==> config.mk <==
export PLATFORM = sky130hd
export DESIGN_NAME = alu_seq_flat
export DESIGN_NICKNAME = d
export VERILOG_FILES = /design/src/rtl/alu_seq_if.sv /design/src/rtl/alu_seq.sv /design/src/flat_wrapper.sv
export SDC_FILE = /design/constraint.sdc
export NUM_CORES = 1
export LEC_CHECK = 0
export ABC_AREA = 1
export ABC_CLOCK_PERIOD_IN_PS = 2400
export BUFFER_PORTS_ARGS = -buffer_cell sky130_fd_sc_hd__buf_2
export CORE_MARGIN = 4
export CORE_UTILIZATION = 60
export CTS_BUF_LIST = sky130_fd_sc_hd__clkbuf_8
export CTS_CLUSTER_SIZE = 28
export DETAILED_ROUTE_END_ITERATION = 10
export MAX_ROUTING_LAYER = met4
export PLACE_DENSITY_LB_ADDON = 0.3
export SLEW_MARGIN = 20
export SYNTH_ARGS = -nofsm -noshare
export SYNTH_HDL_FRONTEND = slang
export SYNTH_SLANG_ARGS = --single-unit
==> constraint.sdc <==
create_clock -name CLK -period 2.4 [get_ports CLK]
set_input_delay 0.12 -clock CLK [delete_from_list [all_inputs] [get_ports CLK]]
set_output_delay 0.12 -clock CLK [all_outputs]
set_load 0.02 [all_outputs]
==> src/rtl/alu_seq_if.sv <==
// Request/response bundle for alu_seq: operands, op select and Start in;
// registered result, ZCNO flags, Busy and Done out.
interface alu_seq_if #(
   parameter int WIDTH = 8
);
   logic [WIDTH-1:0] A;
   logic [WIDTH-1:0] B;
   logic [3:0]       FunSel;
   logic             Start;
   logic [WIDTH-1:0] OutALU;
   logic [3:0]       ZCNO;
   logic             Busy;
   logic             Done;

   modport master (
      output A, B, FunSel, Start,
      input  OutALU, ZCNO, Busy, Done
   );

   modport slave (
      input  A, B, FunSel, Start,
      output OutALU, ZCNO, Busy, Done
   );
endinterface

==> src/rtl/alu_seq.sv <==
// Sequential ALU: single-cycle ops complete in IDLE, FunSel=F runs a shift-add
// multiplier over WIDTH cycles when ALU_SEQ_MUL_EN is defined (else F passes A).
module alu_seq #(
   parameter int WIDTH = 8
) (
   input  logic      CLK,
   input  logic      RST,
   alu_seq_if.slave  bus
);

`ifdef ALU_SEQ_MUL_EN
   localparam int CW = $clog2(WIDTH + 1);
   typedef enum logic [1:0] {
      IDLE = 2'b00,
      MUL  = 2'b01
   } state_t;
`else
   typedef enum logic [1:0] {
      IDLE = 2'b00
   } state_t;
`endif

   state_t           state_q, state_d;
   logic [WIDTH-1:0] outAlu_q, outAlu_d;
   logic [3:0]       zcno_q, zcno_d;
   logic             done_q, done_d;
   logic             busy;

`ifdef ALU_SEQ_MUL_EN
   logic [2*WIDTH-1:0] mcand_q, mcand_d;
   logic [WIDTH-1:0]   mplier_q, mplier_d;
   logic [2*WIDTH-1:0] prod_q, prod_d;
   logic [CW-1:0]      cnt_q, cnt_d;
   logic [2*WIDTH-1:0] prodNext;
   logic               lastIter;
   logic               goMul;
`endif

   logic [WIDTH-1:0] aluRes;
   logic [WIDTH:0]   sumExt;
   logic             aluC;
   logic             aluO;
   logic             aluKeepFlags;
   logic [3:0]       aluZcno;
   logic             cin;

   assign cin = zcno_q[2];

   // State and datapath registers
   always_ff @(posedge CLK) begin
      if (RST) begin
         state_q  <= IDLE;
         outAlu_q <= '0;
         zcno_q   <= 4'b0000;
         done_q   <= 1'b0;
`ifdef ALU_SEQ_MUL_EN
         mcand_q  <= '0;
         mplier_q <= '0;
         prod_q   <= '0;
         cnt_q    <= '0;
`endif
      end else begin
         state_q  <= state_d;
         outAlu_q <= outAlu_d;
         zcno_q   <= zcno_d;
         done_q   <= done_d;
`ifdef ALU_SEQ_MUL_EN
         mcand_q  <= mcand_d;
         mplier_q <= mplier_d;
         prod_q   <= prod_d;
         cnt_q    <= cnt_d;
`endif
      end
   end

   // Single-cycle operation result and flags; C and O default to held values
   always_comb begin
      aluRes       = bus.A;
      sumExt       = '0;
      aluC         = cin;
      aluO         = zcno_q[0];
      aluKeepFlags = 1'b0;
      case (bus.FunSel)
         4'h0: aluRes = bus.A;
         4'h1: aluRes = bus.B;
         4'h2: aluRes = ~bus.A;
         4'h3: aluRes = ~bus.B;
         4'h4: begin
            sumExt = {1'b0, bus.A} + {1'b0, bus.B};
            aluRes = sumExt[WIDTH-1:0];
            aluC   = sumExt[WIDTH];
            aluO   = (bus.A[WIDTH-1] == bus.B[WIDTH-1]) && (aluRes[WIDTH-1] != bus.A[WIDTH-1]);
         end
         4'h5: begin
            sumExt = {1'b0, bus.A} + {1'b0, bus.B} + {{WIDTH{1'b0}}, cin};
            aluRes = sumExt[WIDTH-1:0];
            aluC   = sumExt[WIDTH];
            aluO   = (bus.A[WIDTH-1] == bus.B[WIDTH-1]) && (aluRes[WIDTH-1] != bus.A[WIDTH-1]);
         end
         4'h6: begin
            sumExt = {1'b0, bus.A} + {1'b0, ~bus.B} + {{WIDTH{1'b0}}, 1'b1};
            aluRes = sumExt[WIDTH-1:0];
            aluC   = sumExt[WIDTH];
            aluO   = (bus.A[WIDTH-1] != bus.B[WIDTH-1]) && (aluRes[WIDTH-1] != bus.A[WIDTH-1]);
         end
         4'h7: aluRes = bus.A & bus.B;
         4'h8: aluRes = bus.A | bus.B;
         4'h9: aluRes = bus.A ^ bus.B;
         4'hA: begin
            aluRes = {bus.A[WIDTH-2:0], 1'b0};
            aluC   = bus.A[WIDTH-1];
         end
         4'hB: begin
            aluRes = {1'b0, bus.A[WIDTH-1:1]};
            aluC   = bus.A[0];
         end
         4'hC: begin
            aluRes = {bus.A[WIDTH-1], bus.A[WIDTH-1:1]};
            aluC   = bus.A[0];
         end
         4'hD: begin
            aluRes = {bus.A[WIDTH-2:0], cin};
            aluC   = bus.A[WIDTH-1];
         end
         4'hE: begin
            aluRes = {cin, bus.A[WIDTH-1:1]};
            aluC   = bus.A[0];
         end
`ifndef ALU_SEQ_MUL_EN
         4'hF: aluKeepFlags = 1'b1;
`endif
         default: aluRes = bus.A;
      endcase
      aluZcno = aluKeepFlags ? zcno_q
                             : {(aluRes == '0), aluC, aluRes[WIDTH-1], aluO};
   end

`ifdef ALU_SEQ_MUL_EN
   assign goMul    = bus.Start && (bus.FunSel == 4'hF);
   assign lastIter = (cnt_q == CW'(WIDTH - 1));
   assign prodNext = prod_q + (mplier_q[0] ? mcand_q : '0);
`endif

   // Next-state logic; any unused encoding falls back to IDLE
   always_comb begin
      state_d = IDLE;
      case (state_q)
`ifdef ALU_SEQ_MUL_EN
         IDLE:    state_d = goMul ? MUL : IDLE;
         MUL:     state_d = lastIter ? IDLE : MUL;
`else
         IDLE:    state_d = IDLE;
`endif
         default: state_d = IDLE;
      endcase
   end

   // Output and datapath next values
   always_comb begin
      outAlu_d = outAlu_q;
      zcno_d   = zcno_q;
      done_d   = 1'b0;
      busy     = 1'b0;
`ifdef ALU_SEQ_MUL_EN
      mcand_d  = mcand_q;
      mplier_d = mplier_q;
      prod_d   = prod_q;
      cnt_d    = cnt_q;
`endif
      case (state_q)
         IDLE: begin
`ifdef ALU_SEQ_MUL_EN
            if (goMul) begin
               mcand_d  = {{WIDTH{1'b0}}, bus.A};
               mplier_d = bus.B;
               prod_d   = '0;
               cnt_d    = '0;
            end else if (bus.Start) begin
`else
            if (bus.Start) begin
`endif
               outAlu_d = aluRes;
               zcno_d   = aluZcno;
               done_d   = 1'b1;
            end
         end
`ifdef ALU_SEQ_MUL_EN
         MUL: begin
            busy     = 1'b1;
            prod_d   = prodNext;
            mcand_d  = {mcand_q[2*WIDTH-2:0], 1'b0};
            mplier_d = {1'b0, mplier_q[WIDTH-1:1]};
            cnt_d    = cnt_q + CW'(1);
            if (lastIter) begin
               // O is not touched by the multiply; C flags a truncated product
               outAlu_d = prodNext[WIDTH-1:0];
               zcno_d   = {(prodNext[WIDTH-1:0] == '0), |prodNext[2*WIDTH-1:WIDTH],
                           prodNext[WIDTH-1], zcno_q[0]};
               done_d   = 1'b1;
               cnt_d    = '0;
            end
         end
`endif
         default: ;
      endcase
   end

   assign bus.OutALU = outAlu_q;
   assign bus.ZCNO   = zcno_q;
   assign bus.Done   = done_q;
   assign bus.Busy   = busy;

endmodule

==> src/flat_wrapper.sv <==
// flat-port wrapper written by rule: the top's interface ports become plain ports
module alu_seq_flat 
#(
   parameter int WIDTH = 8
)
  (CLK, RST, bus_A, bus_B, bus_FunSel, bus_Start, bus_OutALU, bus_ZCNO, bus_Busy, bus_Done);
  alu_seq_if #(.WIDTH(WIDTH)) bus_i ();
  input  logic CLK;
  input  logic RST;
  input wire logic [$bits(bus_i.A)-1:0] bus_A;
  input wire logic [$bits(bus_i.B)-1:0] bus_B;
  input wire logic [$bits(bus_i.FunSel)-1:0] bus_FunSel;
  input wire logic [$bits(bus_i.Start)-1:0] bus_Start;
  output wire logic [$bits(bus_i.OutALU)-1:0] bus_OutALU;
  output wire logic [$bits(bus_i.ZCNO)-1:0] bus_ZCNO;
  output wire logic [$bits(bus_i.Busy)-1:0] bus_Busy;
  output wire logic [$bits(bus_i.Done)-1:0] bus_Done;
  assign bus_i.A = bus_A;
  assign bus_i.B = bus_B;
  assign bus_i.FunSel = bus_FunSel;
  assign bus_i.Start = bus_Start;
  assign bus_OutALU = bus_i.OutALU;
  assign bus_ZCNO = bus_i.ZCNO;
  assign bus_Busy = bus_i.Busy;
  assign bus_Done = bus_i.Done;
  alu_seq #(.WIDTH(WIDTH)) u_core (.CLK(CLK), .RST(RST), .bus(bus_i));
endmodule
==> flow_summary_export.csv <==
group,metric,value,unit
finish,areaGrowthSynthToFinish,11.2,%
yosys,avgSynthCellArea,5.35,µm²
yosys,synth_ff_type,"dfxtp_1",
floorplanning,die-area,0.00529,mm²
yosys,ys_ff_latch,13,
sta,setup_viol,0,
worst_setup_path,worstSetupEndpointType,"flip-flop",
worst_setup_path,cp_data_arrival_time,2310,ps
routing,drt-initial-drc-count,373,
finish,finalNonFillerCells,558,
worst_setup_path,setup.worst_path.start,"bus_A[0]",
global_routing,first_global_vias,3011,
clocking,clockBufferDepth,2,
floorplanning,die_x,72.7,µm
routing,drc,0,
global_routing,grt_max_degree,16,
status,status,"completed",
sta,finClkSkew,3.26,ps
sta,fmax,468,MHz
worst_hold_path,holdCritStartpoint,"RST",
floorplanning,io_pins,37,
power,power.density,344,mW/mm²
sta,hold_ws,77.1,ps
yosys,synth_area,0.00251,mm²
global_routing,met2_usage,52.5,%
sta,rsz0062_at_grt,"false",
place,place_ws,46.6,ps
worst_setup_path,rrSetupSlack,380,ps
global_routing,overflow,0,
sta,tns,0,ps
sta,relSlewSlack,59.7,%
finish,drive_gt1_share,11.4,%
clocking,insertion_delay,240,ps
clocking,h-tree-depth,1,
sta,fin_crit_sh,88.9,%
worst_hold_path,min-delay-path-class,"in -> reg",
floorplanning,start_util,62.4,%
place,io_buffers,35,
worst_setup_path,critical_path_peak_fanout,5,
yosys,synth_edf_count,0,
clocking,cts_root_buf,"clkbuf_8",
floorplanning,core-area,0.00403,mm²
yosys,synth_cell_types,31,
routing,viasPerCell,5.74,
worst_setup_path,path_class,"in -> reg",
clocking,cts_buffers,3,
finish,diodes,0,
clocking,cts_resized,0,
sta,final_max_slew_viol_count,0,
yosys,synth_nets,521,
routing,detail-route-antenna-nets,0,
clocking,cts_tree,"done",
routing,wl,8300,µm
worst_setup_path,reg2reg_to,"u_core.bus.ZCNO[3]",
clocking,cts_sinks,13,
yosys,yosysTopAreaCell,"nand2_1",
yosys,synth_top_area_share,21.4,%
global_routing,antenna_found_initial,0,
global_routing,grt_pass1_wl,13600,µm
place,dp.cells,554,
sta,hold_violations,0,
global_routing,use_met3,7.71,%
finish,nFillCells,401,
clocking,cts_setup_buffers,0,
sta,worst_slew_pin_slew,603,ps
flow_run,cap_viol_max_count,0,
worst_setup_path,required,2580,ps
place,hpwl,6680,µm
floorplanning,die_y,72.7,µm
clocking,clkSlewWorstSetupHoldPaths,60,ps
floorplanning,rows,23,
worst_hold_path,holdPathStages,2,
place,place.gp.congestion,1.07,
sta,layout_min_cycle_time,2130,ps
routing,via_count,3204,
global_routing,grt.total_usage,32.9,%
yosys,synth_seq_area_share,10.4,%
yosys,synthArstFlopShare,0,%
sta,setup_slack,265,ps
yosys,ys_warn_count,0,
global_routing,busiest_layer,"met2",
power,ir_drop,0.229,mV
routing,routedWlPerCell,14.9,µm
yosys,netlist_instances,470,
yosys,yosys-top-cells-area,"nand2_1, ha_1, dfxtp_1",
worst_setup_path,start_kind,"input pin",
finish,fin_nets,560,
global_routing,grt.met1_usage,40.7,%
routing,dr.pass1.iters,6,
worst_setup_path,r2r-start,"u_core.bus.ZCNO[2]",
clocking,ctsHoldBuffers,0,
power,p_leak,0.00159,µW
worst_setup_path,ff2ff_path_depth,12,
worst_hold_path,min_to,"u_core.bus.ZCNO[3]",
Yosys cell counts, types with 2 or more instances:
| master | number |
|---|---|
| nor2_2 | 2 |
| nand3b_1 | 4 |
| a21oi_1 | 26 |
| a31oi_1 | 2 |
| buf_4 | 3 |
| nand3_1 | 49 |
| a21oi_2 | 2 |
| inv_1 | 66 |
| dfxtp_1 | 13 |
| inv_2 | 3 |
| nand4_1 | 12 |
| ha_1 | 26 |
| o21ai_0 | 22 |
| buf_2 | 2 |
| nor2_1 | 68 |
| fa_1 | 2 |
| nand2_1 | 143 |
| nand2_2 | 6 |
| o21ai_1 | 2 |
| o22ai_1 | 6 |
where the power goes:
group | internal (µW) | total (µW) | switching [µW]
clock network | 113 | 196 | 83.0
logic | 165 | 522 | 357
registers | 233 | 242 | 9.06
total | 512 | 961 | 449
through the flow:
stage / util (%) / area, µm² / power [µW]
6_report: 69.3 / 2790 / 961
5_1_grt: 69.3 / 2790 / 1030
4_1_cts: 69.3 / 2790 / 945
3_5_place_dp: 68.2 / 2750 / 752
3_3_place_gp: 68.2 / 2750 / 742
2_1_floorplan: - / 2510 / 603
worst max-delay path by stage:
stage / endpoint / cells past startpoint
global placement: u_core.bus.ZCNO[3] / 14
global route: u_core.bus.ZCNO[3] / 15
floorplan: u_core.bus.ZCNO[3] / 14
detailed placement: u_core.bus.ZCNO[3] / 14
CTS: u_core.bus.ZCNO[3] / 14
finish: u_core.bus.ZCNO[3] / 14
critical path, stage by stage:
cell	delay, ps
buf_2	140
ha_1	240
fa_1	550
ha_1	180
nand3_1	100
nand3_1	100
nand3_1	80
nor2_1	120
nand3_1	120
nor2_1	120
nand3_1	90
nor2_1	120
nand4_1	100
a21oi_1	130
cells by family after synthesis:
group           after synthesis  share of synthesized area, %
flops                        13                          10.4
simple gates                286                          48.2
other cells                   1                         0.149
fa+ha+maj                    28                          14.5
buf+inv                      76                          12.2
xor+xnor                      1                         0.349
compound gates               65                          14.2
routing by layer:
metal	share of wire (%)	routed length, µm
met1	41	3430
met2	46	3810
met3	10	858
met4	2.5	206
met5	0	0
registers in the layout, summed over array words and instances (netlist names):
| signal | cells |
|---|---|
| u_core.bus.Done | 1 |
| u_core.bus.ZCNO | 4 |
| u_core.bus.OutALU | 8 |
final cells by class:
type,count,area (µm²),area share (%)
Timing Repair Buffer,41,220,7.89
Clock inverter,1,3.75,0.134
Clock buffer,3,41.3,1.48
Sequential cell,13,260,9.32
Inverter,69,259,9.27
Multi-Input combinational cell,381,1950,69.7
Tap cell,50,62.6,2.24
placed cells by master, fill, tap and decap left out, types with 4 or more instances in the layout:
master and count:
nor2_1 68, inv_1 67, dfxtp_1 13, nand3_1 49
o22ai_1 6, buf_2 35, nand3b_1 4, a21oi_1 26
nand2_2 6, ha_1 26, nand2_1 143, o21ai_0 22
nand4_1 12, buf_4 6
Note: power is estimated with default switching activity, not from simulation.
